--- src/rtl/tnet_pkg.sv ---
// Shared types for the tnet Aurora link control logic.
// Holds the link sequencer state encoding and the timing counter width.
package tnet_pkg;

    typedef enum logic [2:0] {
        ST_IDLE    = 3'd0,
        ST_PB_LEAD = 3'd1,
        ST_PMA     = 3'd2,
        ST_PB_HOLD = 3'd3,
        ST_WAIT_UP = 3'd4,
        ST_UP      = 3'd5,
        ST_FAIL    = 3'd6
    } link_st_t;

    // Wide enough for the largest timing parameter (UP_TIMEOUT).
    localparam int unsigned LINK_CNT_W = $clog2(1048576) + 1;

endpackage

--- src/rtl/sync_2ff.sv ---
// Two-flop synchronizer for slow async level signals.
// Ports: clk, rst (async high, flops clear to 0), d_i async in, q_o synced.
module sync_2ff #(
    parameter int unsigned W = 1
) (
    input  logic         clk,
    input  logic         rst,
    input  logic [W-1:0] d_i,
    output logic [W-1:0] q_o
);

    logic [W-1:0] meta_q;
    logic [W-1:0] sync_q;

    always_ff @(posedge clk or posedge rst) begin
        if (rst) begin
            meta_q <= '0;
            sync_q <= '0;
        end else begin
            meta_q <= d_i;
            sync_q <= meta_q;
        end
    end

    assign q_o = sync_q;

endmodule

--- src/rtl/aurora_link_ctrl.sv ---
// Aurora 64b66b bring-up / recovery sequencer (init_clk domain).
// Ports: enable/restart controls, async channel_up and pll lock inputs,
// reset_pb / pma_init drives, link_ok/fail status, state and counters.
module aurora_link_ctrl
    import tnet_pkg::*;
#(
    parameter int unsigned PB_LEAD    = 128,
    parameter int unsigned PMA_HOLD   = 1024,
    parameter int unsigned POST_HOLD  = 128,
    parameter int unsigned UP_TIMEOUT = 1048576,
    parameter int unsigned UP_STABLE  = 16,
    parameter int unsigned MAX_RETRY  = 15
) (
    input  logic        init_clk,
    input  logic        init_rst,
    input  logic        enable_i,
    input  logic        restart_i,
    input  logic        channel_up_i,
    input  logic        gt_pll_lock_i,
    output logic        reset_pb_o,
    output logic        pma_init_o,
    output logic        link_ok_o,
    output logic        fail_o,
    output logic [2:0]  state_o,
    output logic [7:0]  retry_cnt_o,
    output logic [15:0] drop_cnt_o
);

    typedef logic [LINK_CNT_W-1:0] cnt_t;
    localparam int unsigned STAB_W = $clog2(UP_STABLE + 1);
    typedef logic [STAB_W-1:0] stab_t;

    logic     cu_s, pll_s;
    link_st_t state_q, state_d;
    cnt_t     cnt_q, cnt_d;
    stab_t    stab_q, stab_d;
    logic [7:0]  retry_q, retry_d, retry_inc;
    logic [15:0] drop_q, drop_d;
    logic     enter;
    logic     reset_pb_q, reset_pb_d;
    logic     pma_init_q, pma_init_d;
    logic     link_ok_q, link_ok_d;
    logic     fail_q, fail_d;

    sync_2ff #(.W(1)) u_sync_cu (
        .clk (init_clk),
        .rst (init_rst),
        .d_i (channel_up_i),
        .q_o (cu_s)
    );

    sync_2ff #(.W(1)) u_sync_pll (
        .clk (init_clk),
        .rst (init_rst),
        .d_i (gt_pll_lock_i),
        .q_o (pll_s)
    );

    always_comb begin
        state_d   = state_q;
        cnt_d     = (cnt_q == '0) ? '0 : cnt_q - 1'b1;
        stab_d    = '0;
        retry_d   = retry_q;
        drop_d    = drop_q;
        enter     = 1'b0;
        retry_inc = (retry_q == 8'hFF) ? retry_q : retry_q + 8'd1;

        // A drop is counted even if restart or disable wins the transition.
        if (state_q == ST_UP && !cu_s && drop_q != 16'hFFFF)
            drop_d = drop_q + 16'd1;

        if (!enable_i) begin
            if (state_q != ST_IDLE) begin
                state_d = ST_IDLE;
                enter   = 1'b1;
            end
        end else if (restart_i && state_q != ST_IDLE) begin
            state_d = ST_PB_LEAD;
            retry_d = '0;
            enter   = 1'b1;
        end else begin
            unique case (state_q)
                ST_IDLE: begin
                    state_d = ST_PMA;
                    enter   = 1'b1;
                end
                ST_PB_LEAD: if (cnt_q == '0) begin
                    state_d = ST_PMA;
                    enter   = 1'b1;
                end
                ST_PMA: if (cnt_q == '0) begin
                    state_d = ST_PB_HOLD;
                    enter   = 1'b1;
                end
                ST_PB_HOLD: if (cnt_q == '0 && pll_s) begin
                    state_d = ST_WAIT_UP;
                    enter   = 1'b1;
                end
                ST_WAIT_UP: begin
                    stab_d = cu_s ? stab_q + 1'b1 : '0;
                    // Stability is checked first so it beats a timeout.
                    if (cu_s && stab_q == stab_t'(UP_STABLE - 1)) begin
                        state_d = ST_UP;
                        retry_d = '0;
                        enter   = 1'b1;
                    end else if (cnt_q == '0) begin
                        retry_d = retry_inc;
                        enter   = 1'b1;
                        if (MAX_RETRY != 0 && {24'd0, retry_inc} >= MAX_RETRY)
                            state_d = ST_FAIL;
                        else
                            state_d = ST_PB_LEAD;
                    end
                end
                ST_UP: if (!cu_s) begin
                    state_d = ST_PB_LEAD;
                    enter   = 1'b1;
                end
                ST_FAIL: ;
                default: begin
                    state_d = ST_IDLE;
                    enter   = 1'b1;
                end
            endcase
        end

        if (enter) begin
            stab_d = '0;
            case (state_d)
                ST_PB_LEAD: cnt_d = cnt_t'(PB_LEAD - 1);
                ST_PMA:     cnt_d = cnt_t'(PMA_HOLD - 1);
                ST_PB_HOLD: cnt_d = cnt_t'(POST_HOLD - 1);
                ST_WAIT_UP: cnt_d = cnt_t'(UP_TIMEOUT - 1);
                default:    cnt_d = '0;
            endcase
        end

        reset_pb_d = 1'b1;
        pma_init_d = 1'b1;
        case (state_d)
            ST_PB_LEAD, ST_PB_HOLD: pma_init_d = 1'b0;
            ST_WAIT_UP, ST_UP: begin
                reset_pb_d = 1'b0;
                pma_init_d = 1'b0;
            end
            default: ;
        endcase
        link_ok_d = (state_d == ST_UP);
        fail_d    = (state_d == ST_FAIL);
    end

    always_ff @(posedge init_clk or posedge init_rst) begin
        if (init_rst) begin
            state_q    <= ST_IDLE;
            cnt_q      <= '0;
            stab_q     <= '0;
            retry_q    <= '0;
            drop_q     <= '0;
            reset_pb_q <= 1'b1;
            pma_init_q <= 1'b1;
            link_ok_q  <= 1'b0;
            fail_q     <= 1'b0;
        end else begin
            state_q    <= state_d;
            cnt_q      <= cnt_d;
            stab_q     <= stab_d;
            retry_q    <= retry_d;
            drop_q     <= drop_d;
            reset_pb_q <= reset_pb_d;
            pma_init_q <= pma_init_d;
            link_ok_q  <= link_ok_d;
            fail_q     <= fail_d;
        end
    end

    assign reset_pb_o  = reset_pb_q;
    assign pma_init_o  = pma_init_q;
    assign link_ok_o   = link_ok_q;
    assign fail_o      = fail_q;
    assign state_o     = state_q;
    assign retry_cnt_o = retry_q;
    assign drop_cnt_o  = drop_q;

endmodule

--- config.mk ---
export PLATFORM = sky130hd
export DESIGN_NAME = aurora_link_ctrl
export DESIGN_NICKNAME = d
export VERILOG_FILES = /design/src/rtl/tnet_pkg.sv /design/src/rtl/sync_2ff.sv /design/src/rtl/aurora_link_ctrl.sv
export SDC_FILE = /design/constraint.sdc
export NUM_CORES = 1
export LEC_CHECK = 0
export ABC_CLOCK_PERIOD_IN_PS = 4000
export CAP_MARGIN = 10
export CORE_MARGIN = 2
export CORE_UTILIZATION = 35
export DETAILED_ROUTE_END_ITERATION = 7
export HOLD_SLACK_MARGIN = 0.08
export PLACE_DENSITY = 0.59
export SLEW_MARGIN = 20
export SYNTH_ARGS = -nofsm -noshare
export SYNTH_HDL_FRONTEND = slang
export SYNTH_SLANG_ARGS = --single-unit
--- constraint.sdc ---
create_clock -name init_clk -period 4 [get_ports init_clk]
set_input_delay 0.4 -clock init_clk [delete_from_list [all_inputs] [get_ports init_clk]]
set_output_delay 0.4 -clock init_clk [all_outputs]
set_load 0.02 [all_outputs]
==> qor.txt <==
Worst rel slew slack - 0.454
Critical Path AT - 3700 ps
CTS tree - built
Antenna-violating nets left - 0
WS Path Type - reg2reg
Final Power - 1.64 mW
Num rows - 34
Synthesis warning total - 0
Area grow syn2layout - 21.9%
Setup TNS - 0 ps
Final Hold Viols - 0
Antenna violations before repair - 0
Clock transition time at the flip-flop clock pins of the worst setup and hold paths - 70 ps
H-Tree Level Count - 3
Mean Syn Cell Area - 9.87 µm²
Initial Utilization - 0.364
# IOs - 37
Die width - 99.7 µm
DRC viols - 0
Fmax - 290 MHz
Cts hold-fix bufs - 0
Detailed Place HPWL - 4750 µm
Netlist cell types - 59
Placer Congestion - 0.831
Least-Margin Pin Slew - 818 ps
Number of diodes - 0
# Post-CTS Setup Buffers - 0
Synth Cell Area - 3210 µm²
Hold Crit Class - reg2reg
Critical path, cell by cell - or4_4 > or4_1 > nor4b_4 > mux2i_1 > mux2i_1 > a41o_1 > or4b_4 > o21ai_2
Post-synthesis cell count - 325
CTS buffer count - 9
Starting DRT DRC Count - 194
Tmin final - 3450 ps
Delay-heaviest family, CP - simple AND/OR/NAND/NOR gates
GR Overflow Total - 0
Max cap viols - 0
Most frequent cell on the critical path - mux2i_1
CTS Buffer Depth - 2
Post-route clock period utilization - 0.862
Finished Cell Area - 3910 µm²
Leakage power - 1.63 nW
Die area - 9940 µm²
Number of flops mapped to enable cells by yosys - 0
CP Capture Type - flip-flop
WHS - 351 ps
Post-synth ARST share - 1.00
Max incr delay on CP - 610 ps
Post-synthesis sequential area ratio - 0.477
Post-cts sizing count - 0
Share of cells above drive strength 1 - 0.116
Worst vdd ir - 0.179 mV
Root buffer selected by CTS - clkbuf_8
Largest net degree at the start of global routing - 48
Number of global-route vias before repair - 2502
Later-pin clock latency in the skew report - 340 ps
First-pass GRT wire length - 11800 µm
Fin. max-slew vios - 0
Skew final - 9.11 ps
WP buf/inv - 0
Drt wl/cell - 14.2 µm
Fin nets - 377
RSZ-0062 raised after global routing - false
Outcome - finished clean
Required time of the critical path - 4260 ps
I/O Buffers - 36
Avg Vias per Cell - 5.22
Yosys reg bits - 61
# setup viols final - 0
Cell Area, Placed - 3690 µm²
Pwr/cell area - 419 nW/µm²
CTS Sinks - 61
Via Count - 2497
CP max stage cell - or4_1
Die height - 99.7 µm
Syn_nets - 336
Total wire length - 6770 µm
Gr usage total - 0.149
First-pass DRT Iterations - 4
Core Area - 8810 µm²
Critical Path Start Type - flip-flop
Most used DFF post-synth - dfrtp_1
Crit Path Max Fanout - 8
==> synthesized netlist by cell type (2+ instances only) <==
cell type,number,area share
dfrtp_1,59,0.46
nor2_1,29,0.034
nand2_1,28,0.033
xnor2_1,27,0.074
nand3_1,17,0.027
a21oi_1,14,0.022
nor3_1,12,0.019
inv_1,11,0.013
o21ai_1,11,0.017
and3_1,10,0.020
clkbuf_1,9,0.011
xor2_1,9,0.025
o22ai_1,8,0.016
nand4_1,6,0.012
ha_1,5,0.020
mux2i_1,5,0.016
o21ai_0,5,0.0078
nor2b_1,4,0.0078
nor4_1,4,0.0078
o21ai_2,4,0.011
a31oi_1,3,0.0059
a41oi_1,3,0.0082
or3_1,3,0.0059
and2_1,2,0.0039
dfstp_2,2,0.016
or4b_4,2,0.0086
==> power breakdown <==
group	switching, mW	internal [mW]	leakage [nW]
clock network	0.241	0.364	0.105
logic	0.166	0.137	0.713
registers	0.0647	0.665	0.813
total	0.472	1.17	1.63
==> metal layers <==
metal,track usage,up-vias,share of wire
met3,0.0464,9,0.065
met4,0.0506,0,0.010
met2,0.226,57,0.45
li1,-,1244,-
met5,0,-,0
met1,0.204,1187,0.48
==> worst paths after layout <==
kind / startpoint / slack [ps] / cells after the start / endpoint
setup / recovery: cnt_q[12] / 550 / 8 / cnt_q[8]
hold / removal: u_sync_pll.meta_q / 350 / 0 / u_sync_pll.q_o
setup reg to reg: cnt_q[12] / 550 / 8 / cnt_q[8]
hold reg to reg: u_sync_pll.meta_q / 350 / 0 / u_sync_pll.q_o
max in group asynchronous: init_rst / 2780 / 3 / reset_pb_o
min in group asynchronous: init_rst / 510 / 2 / drop_cnt_o[10]
==> logic make-up after synthesis <==
kind of cell | count (synthesis) | share of synthesized area
and+or+nand+nor | 129 | 0.217
DFF | 61 | 0.477
muxes | 6 | 0.0191
buffers and inverters | 24 | 0.0296
adders and majority gates | 5 | 0.0195
xor gates and xnor gates | 36 | 0.0983
AOI/OAI and AO/OA | 64 | 0.139
==> worst register-to-register path, cell delays in order, from the launching register on <==
cell and delay, ps:
dfrtp_1 430, or4_4 570, or4_1 610, nor4b_4 400, mux2i_1 220, mux2i_1 110
a41o_1 350, or4b_4 580, o21ai_2 80
==> registers in the layout, summed over array words and instances (netlist names) <==
| signal | flops |
|---|---|
| stab_q | 5 |
| u_sync_cu.meta_q | 1 |
| u_sync_cu.q_o | 1 |
| u_sync_pll.meta_q | 1 |
| cnt_q | 21 |
| fail_o | 1 |
| u_sync_pll.q_o | 1 |
| reset_pb_o | 1 |
| pma_init_o | 1 |
| state_o | 3 |
| retry_cnt_o | 8 |
| drop_cnt_o | 16 |
| link_ok_o | 1 |
==> through the flow <==
stage               worst slack (ps)  instances   util
CTS                              558        478  0.444
finish                           551        478  0.444
detailed placement               597        463  0.419
floorplan                        844        325      -
global placement                 661        463  0.419
global route                     385        478  0.444
==> placed cells by master (no fill, tap or decap), types with 11 or more instances in the layout <==
master / count
o21ai_1: 11
nor3_1: 12
xnor2_1: 27
clkdlybuf4s50_1: 36
dfrtp_1: 59
nand3_1: 17
nor2_1: 29
a21oi_1: 14
nand2_1: 28
==> final cells by class <==
cell class | count | area, µm²
fillers | 845 | 4900
inverters | 13 | 50.0
clock inverters | 4 | 72.6
well taps | 108 | 135
flip-flops and latches | 61 | 1530
clock buffers | 11 | 141
repair buffers | 41 | 398
multi-input cells | 240 | 1580
Power figures use the tool's default switching activity.
